===== config.mk =====
export PLATFORM = sky130hd
export DESIGN_NAME = if_stage
export DESIGN_NICKNAME = d
export VERILOG_FILES = /design/src/rtl/if_stage.sv
export SDC_FILE = /design/constraint.sdc
export NUM_CORES = 1
export LEC_CHECK = 0
export ABC_AREA = 1
export CORE_UTILIZATION = 55
export CTS_CLUSTER_DIAMETER = 150
export DETAILED_ROUTE_END_ITERATION = 10
export PLACE_DENSITY_LB_ADDON = 0.05
export SETUP_SLACK_MARGIN = 0.5
export SKIP_CTS_REPAIR_TIMING = 1
export SLEW_MARGIN = 25
export SYNTH_ARGS = -nofsm -noshare
export SYNTH_HDL_FRONTEND = slang
export SYNTH_SLANG_ARGS = --single-unit

===== constraint.sdc =====
create_clock -name clk -period 8.65 [get_ports clk]
set_clock_uncertainty 0.15 [all_clocks]
set_input_delay 1.2975 -clock clk [delete_from_list [all_inputs] [get_ports clk]]
set_output_delay 1.2975 -clock clk [all_outputs]
set_load 0.005 [all_outputs]

===== src/rtl/if_stage.sv =====
// Instruction fetch stage: one outstanding imem request feeding a prefetch queue toward decode.
// Define IF_STAGE_BYPASS_EN to present a response on id_* in the cycle it arrives at an empty queue.
module if_stage #(
    parameter logic [63:0] RESET_PC = 64'h0,
    parameter int          QDEPTH   = 4
) (
    input  logic        clk,
    input  logic        reset,
    input  logic        redirect_valid,
    input  logic [63:0] redirect_pc,
    output logic        imem_req,
    output logic [63:0] imem_addr,
    input  logic        imem_ack,
    input  logic [31:0] imem_rdata,
    output logic        id_valid,
    input  logic        id_ready,
    output logic [31:0] id_inst,
    output logic [63:0] id_pc
);
    localparam int            PW   = $clog2(QDEPTH);
    localparam int            CW   = PW + 1;
    localparam logic [CW-1:0] FULL = CW'(QDEPTH);

    typedef enum logic [1:0] {FETCH, WAIT, DISCARD} state_t;
    state_t state, state_next;

    logic [63:0]   fetch_pc;
    logic [63:0]   req_addr;
    logic          started;
    logic [63:0]   q_pc   [QDEPTH];
    logic [31:0]   q_inst [QDEPTH];
    logic [PW-1:0] head, tail;
    logic [CW-1:0] count;

    logic accept, push, pop, bypass_hit, has_head;

    // No request may issue in the redirect cycle, so the new target is first fetched a cycle later.
    always_comb begin
        state_next = state;
        imem_req   = 1'b0;
        case (state)
            FETCH: begin
                imem_req = reset && started && !redirect_valid && (count < FULL);
                if (imem_req && !imem_ack) state_next = WAIT;
            end
            WAIT: begin
                imem_req = reset;
                if (imem_ack)            state_next = FETCH;
                else if (redirect_valid) state_next = DISCARD;
            end
            DISCARD: begin
                imem_req = reset;
                if (imem_ack) state_next = FETCH;
            end
            default: state_next = FETCH;
        endcase
    end

    assign imem_addr = (state == FETCH) ? fetch_pc : req_addr;
    assign accept    = imem_req && imem_ack && (state != DISCARD) && !redirect_valid;
    assign has_head  = reset && (count != '0);

`ifdef IF_STAGE_BYPASS_EN
    assign bypass_hit = reset && (count == '0) && accept;
    assign push       = accept && !(bypass_hit && id_ready);
`else
    assign bypass_hit = 1'b0;
    assign push       = accept;
`endif

    assign pop      = has_head && id_ready && !redirect_valid;
    assign id_valid = has_head || bypass_hit;
    assign id_inst  = has_head ? q_inst[head] : (bypass_hit ? imem_rdata : 32'h0);
    assign id_pc    = has_head ? q_pc[head]   : (bypass_hit ? imem_addr  : 64'h0);

    // started keeps imem_req low for the first cycle after reset so stale acks fall on an idle bus.
    always_ff @(posedge clk) begin
        if (!reset) begin
            state    <= FETCH;
            fetch_pc <= RESET_PC;
            req_addr <= RESET_PC;
            started  <= 1'b0;
            head     <= '0;
            tail     <= '0;
            count    <= '0;
        end else begin
            state   <= state_next;
            started <= 1'b1;
            if (state == FETCH && imem_req) req_addr <= fetch_pc;
            if (redirect_valid)   fetch_pc <= redirect_pc & ~64'h3;
            else if (accept)      fetch_pc <= fetch_pc + 64'd4;
            if (redirect_valid) begin
                head  <= '0;
                tail  <= '0;
                count <= '0;
            end else begin
                if (push) tail <= tail + PW'(1);
                if (pop)  head <= head + PW'(1);
                case ({push, pop})
                    2'b10:   count <= count + CW'(1);
                    2'b01:   count <= count - CW'(1);
                    default: ;
                endcase
            end
        end
    end

    always_ff @(posedge clk) begin
        if (push) begin
            q_pc[tail]   <= imem_addr;
            q_inst[tail] <= imem_rdata;
        end
    end

endmodule

==> results by group <==
Outcome
  • Run status: completed

Logic synthesis
  • Syn avg cell area: 9.17 um2
  • Share of the synthesized area in the top cell type: 49.6%
  • Mapped Area: 22,800 um2
  • Mapped Cells: 2,483
  • Number of synthesized flops with an enable pin: 376
  • Area contributors post-synth: edfxtp_1 50%, dfxtp_1 12%, nor2_1 9.4%
  • Register bit total from synthesis: 512
  • Synth async-reset ratio: 0%
  • Synth Flop Type: edfxtp_1
  • Part of the Yosys area used for sequential elements: 61.6%
  • Number of unique standard cell types used by synthesis: 43
  • Cell taking the most area after synthesis: edfxtp_1
  • Ys Warns: 0

Power
  • Switching Share: 27.5%
  • Maximum VDD drop: 0.287 mV
  • Switching pwr: 1.73 mW
  • Logic pwr share: 17.3%
  • P_leak: 9.34 nW
  • Reg power frac: 47.5%
  • Clk network pwr share: 35.2%
  • P per Cell Area: 231 nW/um2
  • P_int: 4.56 mW

Timing
  • Setup TNS: 0 ps
  • Actual slew at the worst max-slew pin: 1110 ps
  • Final hold violation count: 0
  • Setup repair after global routing missed its margin: false
  • Min Tclk post-route: 5420 ps
  • Slew margin rel.: 25.2%
  • Max Slew Vio Count: 0
  • Fmax: 0.185 GHz
  • Final setup vio count: 0
  • Fin crit share: 62.6%

Routing
  • Wire per inst: 18.6 um
  • Via count: 17.8k
  • Post-route antenna net violation count: 0
  • Routed WL: 60.4 mm
  • Initial DRC count: 1,286
  • Remaining DRCs: 0
  • DR vias/cell: 5.49
  • Drt first pass iters: 5

Global route
  • Gr usage total: 28.8%
  • Remaining Overflow, GRT: 0
  • Initial antenna violation count: 0
  • Largest net degree at the start of global routing: 102
  • Vias in the first global route: 16.5k
  • Global-route wire length before repair: 92.3 mm

Place
  • Post-DP HPWL: 37.7 mm
  • Gpl congestion: 0.950
  • Port Buffers: 256
  • Placed Area: 25,600 um2

Finish
  • Final core utilization: 66.8%
  • FILL cells: 3,335
  • Fin nets: 2,781
  • Share of cells above drive strength 1: 4.61%
  • Area delta synth->final: 19.8%
  • # diodes: 0
  • Design Area, Final: 27,300 um2

Die
  • DIE AREA: 42,200 um2
  • IO Count: 263
  • Row count: 74
  • Die Height: 205 um
  • Core ar.: 40,800 um2
  • Initial core utilization: 55.8%
  • Die X: 205 um

Hold path
  • Hold crit path type: reg -> reg

Worst setup path
  • Critical-path maximum fanout: 101
  • Startpoint types: flop
  • Required time worst endpoint: 7200 ps
  • Setup CP Type: reg -> out
  • Crit path DAT: 3970 ps
  • CP Capture Type: output pin

CTS
  • Clock root buffer: clkbuf_16
  • CTS tree: done
  • Clock buffer depth: 3
  • Number of CTS-inserted buffers: 51
  • Worst-path clk slew: 60 ps
  • H-tree depth: 2
  • Later-pin clock latency in the skew report: 600 ps
  • Clk sink count: 512

Run
  • Max-cap violations: 0
[metrics by stage]
stage                     std cells  total power [mW]  hold WS, ps  setup WS, ps
after floorplan                2486              3.65          274          1770
after global placement         3148              4.09          283          3630
after detailed placement       3148              4.13          289          3680
after CTS                      3243              6.33          298          3130
after global routing           3243              6.55          318          2890
final                          3243              6.29          296          3230
[path summary, 6_finish.rpt]
kind	start	to	slack (ps)	depth (start not counted)
worst min register to register	req_addr[44]	req_addr[44]	300	2
worst max register to register	state[0]	q_inst[0][29]	5090	8
worst min-delay path	req_addr[44]	req_addr[44]	300	2
worst max-delay path	flop	id_pc[38]	3230	6
[power groups by stage]
| stage | Clock (mW) | Sequential, mW | Combinational [mW] |
|---|---|---|---|
| after CTS | 2.25 | 2.99 | 1.09 |
| after global placement | 0 | 3.03 | 1.06 |
| after global routing | 2.34 | 3.01 | 1.21 |
| after detailed placement | 0 | 3.04 | 1.08 |
| final | 2.22 | 2.99 | 1.09 |
| after floorplan | 0 | 3.01 | 0.636 |
[state kept, by name, indices dropped and copies added (netlist names), named ones only]
signal,count
count,3
started,1
tail,2
q_pc,248
state,2
q_inst,128
fetch_pc,62
head,2
req_addr,62
[worst max-delay path: stages (launching register included)]
cell             delay (ps)
dfxtp_4                 340
buf_6                   320
inv_4                   740
buf_4                   820
o21ai_0                 240
a21oi_1                 300
clkdlybuf4s50_1         560
[area by class of cell]
class	count	area, um2	share of cell area, %
sequential	512	14000	51.4
multi-input combinational	1670	7560	27.7
timing repair buffer	274	2730	10.0
clock buffer	69	1470	5.38
tap	532	666	2.44
inverter	160	607	2.22
clock inverter	26	223	0.817
[layer usage]
layer | vias up | wire length [um] | global-route usage [%]
met5 | - | 0 | 0
li1 | 8705 | - | -
met1 | 8480 | 26400 | 39.4
met4 | 0 | 1890 | 10.1
met3 | 109 | 3660 | 4.36
met2 | 522 | 28500 | 46.7
[synthesized netlist by cell type, types with 3 or more instances]
cell / n
buf_2: 21
a21oi_1: 216
buf_6: 6
nand2_2: 4
nand4_1: 13
edfxtp_1: 376
a21boi_0: 3
o21ai_0: 327
o21a_1: 3
o21bai_1: 11
nand2_1: 378
a211oi_1: 4
nor2_1: 568
clkbuf_1: 85
dfxtp_1: 136
ha_1: 10
buf_4: 12
nor3_1: 4
buf_1: 19
xor2_1: 11
xnor2_1: 5
o21ai_1: 21
inv_1: 155
nand3_1: 70
[kinds of logic (layout without fill, tap and decap cells)]
group / after synthesis / after routing / synth area share, %
XOR/XNOR: 16 / 16 / 0.616
flip-flops: 512 / 512 / 61.6
AND/OR/NAND/NOR: 1050 / 1050 / 18.4
other: 1 / 4 / 0.0165
buffers and inverters: 304 / 529 / 5.54
adder cells (fa/ha/maj): 11 / 11 / 0.638
AO/OA/AOI/OAI: 589 / 589 / 13.3
[cells in the final DEF (no fill, tap or decap), drive strengths merged]
| cell | synthesis | layout |
|---|---|---|
| inv | 158 | 158 |
| clkbuf | 86 | 69 |
| nand3b | 1 | 1 |
| a21boi | 3 | 3 |
| o21bai | 11 | 11 |
| a21o | 1 | 1 |
| clkinvlp | 0 | 1 |
| bufinv | 0 | 3 |
| nor2 | 573 | 573 |
| or2 | 1 | 1 |
| fa | 1 | 1 |
| dfxtp | 136 | 136 |
| and2 | 2 | 2 |
| ha | 10 | 10 |
| o31ai | 1 | 1 |
| buf | 58 | 20 |
| clkdlybuf4s50 | 0 | 254 |
| edfxtp | 376 | 376 |
| xor2 | 11 | 11 |
| o21a | 3 | 3 |
| nand4 | 14 | 14 |
| clkinv | 2 | 24 |
| o211a | 1 | 1 |
| a21oi | 217 | 217 |
| xnor2 | 5 | 5 |
| nand2 | 382 | 382 |
| nand3 | 73 | 73 |
| o21ai | 348 | 348 |
| conb | 1 | 4 |
| a211oi | 4 | 4 |
| nor3 | 4 | 4 |
(Power assumes the default switching activity.)
==> patch (same settings) <==
Add a define of `IF_STAGE_BYPASS_EN`.
--- a/src/rtl/if_stage.sv
+++ b/src/rtl/if_stage.sv
@@ -2,2 +2,4 @@
 // Define IF_STAGE_BYPASS_EN to present a response on id_* in the cycle it arrives at an empty queue.
+`define IF_STAGE_BYPASS_EN
+
 module if_stage #(
Behaviour: not the same (Yosys sat finds a counterexample within 4 cycles, from zero or initial values and one cycle with reset low).
==> patch against the unedited design <==
Design area is 5.1% higher. Global-route usage is 2.2 points higher. Routed wire length is 14% higher. Core utilization is 0.12 points lower. Area after synthesis is 5.0% higher. Sequential cell count stayed put. Register-to-register slack worse by 1.9 ns. Setup slack worse by 1.2 ns. Non-clock buffer count is 8 higher. Final cell count is 8.2% higher.
Power is not compared: it rests on default switching activity, and its combinational part moved more than twofold at a synthesized area within 25%.
==> patch: results (changes against the unedited design) <==
Post-synth top cells -> 530 x nand2_1, 411 x inv_1, 376 x edfxtp_1
fillers -> 3542 (+6.2%)
DR pass1 iterations -> 7 (+2)
worst hold endpoint -> req_addr[33]$_SDFFE_PN0P_
r2r setup slk -> 3.19 ns (-1.90 ns)
critical path's slowest cell -> clkdlybuf4s50_1
Min Hold Slack -> 0.306 ns (+0.0103 ns)
status -> complete, no violations
area fraction of the dominant cell type after synthesis -> 0.472 (-0.0236)
HPWL Detailed -> 44900 um (+19%)
first-pass GRT wire length -> 105000 um (+13%)
Worst R2R End -> q_pc[2][28]$_DFFE_PP_
post-synthesis sequential area ratio -> 0.586 (-0.0293)
clock latency on the worst-skew pair -> 0.62 ns (+0.02 ns)
Crit path arrival time -> 5.22 ns (+1.25 ns)
hold wc startpoint -> req_addr[33]$_SDFFE_PN0P_
DR iter-0 viols -> 1853 (+44%)
xor/xnor share of the synthesized area -> 0.00806 (+0.00191)
adder-cell share of the synthesized area -> 0.00607 (-0.000303)
Total GRT Usage -> 0.310 (+0.0224)
vias in the first global route -> 18236 (+10%)
drt wl/cell -> 19.7 um (+5.6%)
pin count of the biggest net entering global routing -> 237 (+130%)
post-synthesis compound-gate area fraction -> 0.150 (+0.0172)
CTS Buf Count -> 54 (+5.9%)
R2R depth -> 12 (+4)
slew at the pin with the worst max-slew slack -> 1.02 ns (-0.0942 ns)
[patch: changes by cell type in the layout (fill, tap and decap cells not counted), sizes merged, moves of 9 or more]
cell | before | now
xor2 | 11 | 20
or2 | 1 | 10
nand2 | 382 | 530
nor2 | 573 | 277
inv | 158 | 413
a31oi | 0 | 9
a211oi | 4 | 94
o21bai | 11 | 0
nand3 | 73 | 107
o21ai | 348 | 228
o22ai | 0 | 93
[patch: final cells by class]
cell class,count,area share
clock buffer,77,0.0523
clock inverter,22,0.00873
inverter,412,0.0540
multi-input combinational,1619,0.271
sequential,512,0.489
tap,585,0.0255
timing repair buffer,282,0.0995
[patch: where the power goes]
group          switching (uW)  internal (uW)  total, uW
clock                     967           1330       2290
combinational            1420            769       2190
sequential               60.7           3030       3090
[patch: through the flow]
| stage | worst slack, ns | area (um2) | total power [uW] | instances | util |
|---|---|---|---|---|---|
| floorplan | 1.58 | 23900 | 4150 | 2695 | - |
| global placement | 2.11 | 26900 | 5250 | 3410 | 0.626 |
| detailed placement | 2.00 | 26900 | 5310 | 3410 | 0.626 |
| CTS | 2.00 | 28700 | 7590 | 3509 | 0.667 |
| global route | 1.79 | 28700 | 7870 | 3509 | 0.667 |
| finish | 1.98 | 28700 | 7570 | 3509 | 0.667 |
[patch: layer usage]
metal | wire length (um) | vias up | part of all wire | GRT usage
met3 | 4480 | 104 | 0.065 | 0.0396
met2 | 31900 | 652 | 0.46 | 0.492
li1 | - | 9369 | - | -
met1 | 30800 | 9183 | 0.45 | 0.444
met5 | 13 | - | 0.00019 | 0
met4 | 1820 | 2 | 0.026 | 0.0990
[patch: cell families (layout without fill, tap and decap cells)]
kind of cell	Yosys count	in the layout
simple gates	940	940
compound gates	642	642
buf+inv	564	793
flops	512	512
xor+xnor	22	22
fa+ha+maj	11	11
other cells	1	4
[patch: worst reg2reg max path, delay by kind of cell, from the launching register on]
| kind | cells | cell delay (ns) |
|---|---|---|
| adders and majority gates | 1 | 0.75 |
| buffers and inverters | 5 | 1.76 |
| DFF | 1 | 0.33 |
| and+or+nand+nor | 6 | 2.09 |
[patch: how the worst max path moves through the flow]
stage / start / end / cells after the start
after floorplan: redirect_valid / q_inst[0][0]$_DFFE_PP_ / 11
after global placement: reset / id_pc[23] / 12
after detailed placement: reset / id_pc[23] / 12
after CTS: reset / id_pc[23] / 12
after global routing: reset / id_pc[23] / 12
final: reset / id_pc[23] / 12
